**src/rtl/stopwatch_control_if.sv**
```systemverilog
`default_nettype none
// ============================================================================
//  Module      : stopwatch_control_if
//  Description : Button inputs and run-control outputs of the stopwatch
//                front-end, bundled for connection to stopwatch_control.
//                master = board/test side, slave = stopwatch_control side.
//  Revision    : 1.0 - initial release
// ============================================================================
interface stopwatch_control_if;
    logic       btn_start_n;
    logic       btn_lap_n;
    logic       run;
    logic       clear;
    logic       freeze;
    logic [1:0] state;

    modport master (
        output btn_start_n,
        output btn_lap_n,
        input  run,
        input  clear,
        input  freeze,
        input  state
    );

    modport slave (
        input  btn_start_n,
        input  btn_lap_n,
        output run,
        output clear,
        output freeze,
        output state
    );
endinterface
`default_nettype wire

```
**src/rtl/stopwatch_control.sv**
```systemverilog
`default_nettype none
// ============================================================================
//  Module      : stopwatch_control
//  Description : Synchronises and debounces the start/stop and lap/reset
//                pushbuttons, turns debounced presses into single-cycle
//                events and runs the IDLE/RUNNING/LAP/PAUSED control FSM
//                driving the counter enable, clear pulse and display freeze.
//                Optional feature macro: STOPWATCH_LAP_EN (builds the LAP
//                state and the freeze output; otherwise freeze is tied low).
//  Revision    : 1.0 - initial release
// ============================================================================
module stopwatch_control #(
    parameter int DEBOUNCE_CYCLES = 1000000
) (
    input  logic                clk,
    input  logic                rst,
    stopwatch_control_if.slave  bus
);

    localparam int               CNT_W   = $clog2(DEBOUNCE_CYCLES);
    localparam logic [CNT_W-1:0] CNT_MAX = CNT_W'(DEBOUNCE_CYCLES - 1);

    // Index 0 = start/stop button, index 1 = lap/reset button.
    logic [1:0] raw_n;
    logic [1:0] press;

    assign raw_n = {bus.btn_lap_n, bus.btn_start_n};

    // ------------------------------------------------------------------
    // Per-button front-end: 2-flop synchroniser, debouncer, press event.
    // Levels are kept active-low throughout: 1 = released, 0 = pressed.
    // ------------------------------------------------------------------
    for (genvar i = 0; i < 2; i++) begin : g_btn
        logic             sync1_q, sync1_d;
        logic             sync2_q, sync2_d;
        logic             db_q, db_d;
        logic             db_dly_q, db_dly_d;
        logic [CNT_W-1:0] cnt_q, cnt_d;
        logic             press_q, press_d;

        // Debounce counter: restart on any return to the accepted level,
        // accept the new level after DEBOUNCE_CYCLES consecutive differing samples.
        always_comb begin
            sync1_d  = raw_n[i];
            sync2_d  = sync1_q;
            db_d     = db_q;
            cnt_d    = '0;
            db_dly_d = db_q;
            if (sync2_q == db_q) begin
                cnt_d = '0;
            end else if (cnt_q == CNT_MAX) begin
                db_d  = sync2_q;
                cnt_d = '0;
            end else begin
                cnt_d = cnt_q + 1'b1;
            end
            // Released -> pressed transition of the accepted level only.
            press_d = db_dly_q & ~db_q;
        end

        // Front-end registers; everything restarts in the released condition.
        always_ff @(posedge clk or posedge rst) begin
            if (rst) begin
                sync1_q  <= 1'b1;
                sync2_q  <= 1'b1;
                db_q     <= 1'b1;
                db_dly_q <= 1'b1;
                cnt_q    <= '0;
                press_q  <= 1'b0;
            end else begin
                sync1_q  <= sync1_d;
                sync2_q  <= sync2_d;
                db_q     <= db_d;
                db_dly_q <= db_dly_d;
                cnt_q    <= cnt_d;
                press_q  <= press_d;
            end
        end

        assign press[i] = press_q;
    end

    logic p_start;
    logic p_lap;

    assign p_start = press[0];
    assign p_lap   = press[1];

    // ------------------------------------------------------------------
    // Run-control FSM
    // ------------------------------------------------------------------
    typedef enum logic [1:0] {
        IDLE    = 2'b00,
        RUNNING = 2'b01,
        LAP     = 2'b10,
        PAUSED  = 2'b11
    } state_t;

    state_t state_q, state_d;
    logic   run_q, run_d;
    logic   clear_q, clear_d;
`ifdef STOPWATCH_LAP_EN
    logic   freeze_q, freeze_d;
`endif

    // Next state and next outputs; start always takes priority over lap.
    always_comb begin
        state_d = state_q;
        clear_d = 1'b0;
        case (state_q)
            IDLE: begin
                if (p_start) begin
                    state_d = RUNNING;
                end else if (p_lap) begin
                    clear_d = 1'b1;
                end
            end
            RUNNING: begin
                if (p_start) begin
                    state_d = PAUSED;
                end
`ifdef STOPWATCH_LAP_EN
                else if (p_lap) begin
                    state_d = LAP;
                end
`endif
            end
`ifdef STOPWATCH_LAP_EN
            LAP: begin
                if (p_start) begin
                    state_d = PAUSED;
                end else if (p_lap) begin
                    state_d = RUNNING;
                end
            end
`endif
            PAUSED: begin
                if (p_start) begin
                    state_d = RUNNING;
                end else if (p_lap) begin
                    clear_d = 1'b1;
                    state_d = IDLE;
                end
            end
            default: begin
                state_d = IDLE;
            end
        endcase

`ifdef STOPWATCH_LAP_EN
        run_d    = (state_d == RUNNING) || (state_d == LAP);
        freeze_d = (state_d == LAP);
`else
        run_d    = (state_d == RUNNING);
`endif
    end

    // State and registered outputs, all decoded from the next state.
    always_ff @(posedge clk or posedge rst) begin
        if (rst) begin
            state_q  <= IDLE;
            run_q    <= 1'b0;
            clear_q  <= 1'b0;
`ifdef STOPWATCH_LAP_EN
            freeze_q <= 1'b0;
`endif
        end else begin
            state_q  <= state_d;
            run_q    <= run_d;
            clear_q  <= clear_d;
`ifdef STOPWATCH_LAP_EN
            freeze_q <= freeze_d;
`endif
        end
    end

    assign bus.run   = run_q;
    assign bus.clear = clear_q;
    assign bus.state = state_q;
`ifdef STOPWATCH_LAP_EN
    assign bus.freeze = freeze_q;
`else
    assign bus.freeze = 1'b0;
`endif

endmodule
`default_nettype wire

```
**src/flat_wrapper.sv**
```systemverilog
// flat-port wrapper written by rule: the top's interface ports become plain ports
module stopwatch_control_flat 
#(
    parameter int DEBOUNCE_CYCLES = 1000000
)
  (clk, rst, bus_btn_start_n, bus_btn_lap_n, bus_run, bus_clear, bus_freeze, bus_state);
  stopwatch_control_if bus_i ();
  input  logic clk;
  input  logic rst;
  input wire logic [$bits(bus_i.btn_start_n)-1:0] bus_btn_start_n;
  input wire logic [$bits(bus_i.btn_lap_n)-1:0] bus_btn_lap_n;
  output wire logic [$bits(bus_i.run)-1:0] bus_run;
  output wire logic [$bits(bus_i.clear)-1:0] bus_clear;
  output wire logic [$bits(bus_i.freeze)-1:0] bus_freeze;
  output wire logic [$bits(bus_i.state)-1:0] bus_state;
  assign bus_i.btn_start_n = bus_btn_start_n;
  assign bus_i.btn_lap_n = bus_btn_lap_n;
  assign bus_run = bus_i.run;
  assign bus_clear = bus_i.clear;
  assign bus_freeze = bus_i.freeze;
  assign bus_state = bus_i.state;
  stopwatch_control #(.DEBOUNCE_CYCLES(DEBOUNCE_CYCLES)) u_core (.clk(clk), .rst(rst), .bus(bus_i));
endmodule
```
**config.mk**
```make
export PLATFORM = sky130hd
export DESIGN_NAME = stopwatch_control_flat
export DESIGN_NICKNAME = d
export VERILOG_FILES = /design/src/rtl/stopwatch_control_if.sv /design/src/rtl/stopwatch_control.sv /design/src/flat_wrapper.sv
export SDC_FILE = /design/constraint.sdc
export NUM_CORES = 1
export LEC_CHECK = 0
export ABC_AREA = 0
export CORE_MARGIN = 2
export CORE_UTILIZATION = 54
export CTS_CLUSTER_DIAMETER = 200
export DETAILED_ROUTE_END_ITERATION = 16
export PLACE_DENSITY = 0.8
export SYNTH_ARGS = -nofsm -noshare
export SYNTH_HDL_FRONTEND = slang
export SYNTH_SLANG_ARGS = --single-unit
export TNS_END_PERCENT = 1
```
**constraint.sdc**
```tcl
create_clock -name clk -period 1.8 [get_ports clk]
set_input_delay 0.27 -clock clk [delete_from_list [all_inputs] [get_ports clk]]
set_output_delay 0.27 -clock clk [all_outputs]
set_load 0.005 [all_outputs]
```
==> results.yml <==
final_layout:
  layout.cells.non_filler: 344
  diodes: 0
  nets: 299
  multiInputGateArea_sq_mm: 0.001152
  register_area_sq_mm: 0.001361
  fill_cells: 360
  drive_gt1_frac: 0.2034
  post-route-util: 0.6491
  area_delta_synth_final_pct: 16.87
timing:
  finalSetupViolations: 0
  clock.fmax_ghz: 0.5579
  hold_viol: 0
  period_share: 0.9958
  holdWs_ns: 0.3068
  final.setup_skew_ns: 0.005727
  finalCriticalPeriod_ns: 1.792
  worst_slack_ns: 0.007520
  rsz0062_at_grt: "true"
  slew_viol_final: 0
logic_synthesis:
  synth_top_family_by_area: "simple AND/OR/NAND/NOR gates"
  yosysTopAreaCellShare: 0.4447
  async_flop_share: 1.000
  yosysSeqAreaShare: 0.5259
  synth.avg_cell_area_sq_um: 10.07
  syn_area_sq_mm: 0.002589
  synth_fa_ha_area_frac: 0.02900
  synth_most_common_cell: "dfrtp_1"
  syn_inst: 257
  yosysUniqueCellTypes: 38
  yosys-top-cells-count: "46 x dfrtp_1, 38 x nor2_1, 18 x xnor2_1"
  synth_xor_xnor_area_share: 0.1015
  syn_nets: 267
  synth_compound_area_frac: 0.05897
  ys_seq_elements: 54
  synthFlopType: "dfrtp_1"
  synth_mux_area_frac: 0.008700
  yosys.area_share.simple: 0.2373
  yosys-top-cells-area: "dfrtp_1 44%, dfstp_2 8.1%, xnor2_1 6.1%"
  synth_edf_count: 0
  yosysWarnings: 0
  synth.largest_area_cell: "dfrtp_1"
grt:
  grt_max_degree: 55
  grt_use_total: 0.2171
  antenna_found_initial: 0
  gr-total-overflow: 0
  grt_pass1_wl_microns: 8976
  first_global_vias: 1930
route:
  wl_met2_microns: 2566
  viasPerCell: 5.622
  drc: 0
  met3WireLength_microns: 159
  wire_per_inst_microns: 15.00
  num_vias: 1934
  dr.pass1.iters: 4
  drt_iter0_drc: 208
  wl_met1_microns: 2360
  drt_wl_total_microns: 5161
  top_layer: "met4"
  ant_nets: 0
critical_path:
  worstPathRequired_ns: 2.04
  crit_path_max_fanout: 3
  ff2ff_setup_slack_ns: 0.008
  endpoint: "u_core.g_btn[0].cnt_q[17]$_DFF_PP0_"
  crit_type: "flip-flop to flip-flop"
  rr_endpoint: "u_core.g_btn[0].cnt_q[17]$_DFF_PP0_"
  timing.rr.start: "u_core.g_btn[0].cnt_q[9]$_DFF_PP0_"
  cp-start-kind: "flip-flop"
  reg2reg_depth: 4
  worstPathArrival_ns: 2.04
  cp-end-kind: "flip-flop"
  critPathLaunch: "u_core.g_btn[0].cnt_q[9]$_DFF_PP0_"
cts:
  cts_tree: "yes"
  cts_num_sinks: 54
  cts_buffers: 5
  holdBufCountCts: 0
  cts_root_buffer: "clkbuf_8"
  post_cts_resized: 0
  htreeDepth: 2
  clk_pin_slew_ns: 0.09
  clk_latency_ns: 0.31
  cts_setup_buffers: 0
  clk_path_buf_depth: 2
die:
  start_util: 0.5554
  rows: 25
  die_w_microns: 73.24
  die_h_microns: 73.24
  io_pins: 9
  fp.coreArea_sq_mm: 0.004661
  die-area_sq_mm: 0.005364
worst_hold_path:
  hold_class: "primary input to asynchronous set/reset pin"
placement:
  gp_congestion: 0.8569
  hpwl_microns: 3543
  portBuffers: 7
  pre_cts_slack_ns: 0.03516
  placedCellCount: 336
outcome:
  outcome: "complete, no violations"
power_and_ir_drop:
  ir_worst_vdd_uv: 402.8
  leakage_nw: 1.281
  p_total_mw: 2.111
  cellPowerDensity_mw_per_mm2: 697.6
run:
  maxCapViolCount: 0
## registers in the layout (all words and copies together) (netlist names)
register,count
u_core.bus.run,1
u_core.g_btn.press_q,2
u_core.bus.clear,1
u_core.g_btn.cnt_q,40
u_core.g_btn.sync2_q,2
u_core.g_btn.sync1_q,2
u_core.bus.state,2
u_core.g_btn.db_dly_q,2
u_core.g_btn.db_dly_d,2
## worst min path at each step
| stage | start | to | slack [ns] |
|---|---|---|---|
| floorplan | bus_btn_start_n | u_core.g_btn[0].sync1_q$_DFF_PP1_ | 0.27 |
| global route | rst | u_core.g_btn[0].cnt_q[1]$_DFF_PP0_ | 0.34 |
| detailed placement | u_core.g_btn[0].sync1_q$_DFF_PP1_ | u_core.g_btn[0].sync2_q$_DFF_PP1_ | 0.35 |
| global placement | u_core.g_btn[1].sync1_q$_DFF_PP1_ | u_core.g_btn[1].sync2_q$_DFF_PP1_ | 0.35 |
| finish | rst | u_core.g_btn[0].cnt_q[2]$_DFF_PP0_ | 0.31 |
| CTS | rst | u_core.g_btn[0].cnt_q[2]$_DFF_PP0_ | 0.32 |
## metal layers
layer,vias to the layer above,track usage
met5,-,0
met4,0,0.08848
met3,9,0.05525
met2,33,0.3433
met1,948,0.2843
li1,944,-
## metrics by stage
stage                     instance area (sq um)  TNS (ns)
final                                      3025         0
after floorplan                            2589         0
after CTS                                  3009         0
after global routing                       3025   -0.8630
after global placement                     2899         0
after detailed placement                   2899         0
## critical path, stage by stage, from the launching register on
cell and delay (ns):
dfrtp_1 0.43, nand4_4 0.12, or4_4 0.53, or4_4 0.50, a21oi_2 0.15
## cells by family (layout without fill, tap and decap cells)
| kind of cell | Yosys count | count (layout) |
|---|---|---|
| flip-flops | 54 | 54 |
| adder cells (fa/ha/maj) | 6 | 6 |
| AO/OA/AOI/OAI | 24 | 24 |
| multiplexers | 2 | 2 |
| other | 1 | 1 |
| buffers and inverters | 24 | 57 |
| AND/OR/NAND/NOR | 116 | 116 |
| XOR/XNOR | 30 | 30 |
## report_power, final
group / switching [mW] / leakage, nW / total, mW / internal [mW]
Combinational: 0.0581 / 0.502 / 0.0897 / 0.0316
Sequential: 0.0124 / 0.721 / 1.24 / 1.23
Clock: 0.388 / 0.0575 / 0.777 / 0.389
Total: 0.458 / 1.28 / 2.11 / 1.65
## placed cells by master, fill, tap and decap left out, drive strengths merged, types with 3 or more instances in the layout
cell	synthesis	routed
clkbuf	4	8
nor2b	3	3
clkdlybuf4s50	0	7
inv	17	17
nand4	16	16
or4	4	4
nor3	7	7
dfrtp	46	46
nor2	38	38
buf	3	25
a31o	5	5
xnor2	18	18
a21oi	10	10
xor2	12	12
nand3	9	9
ha	6	6
nor4	11	11
dfstp	8	8
o21ai	3	3
nand2	15	15
## area by class of cell
class,instances,area share
multi-input cells,179,0.3809
well taps,54,0.02233
clock buffers,8,0.03639
repair buffers,32,0.08933
flip-flops and latches,54,0.4500
inverters,17,0.02109
(Power assumes the default switching activity.)
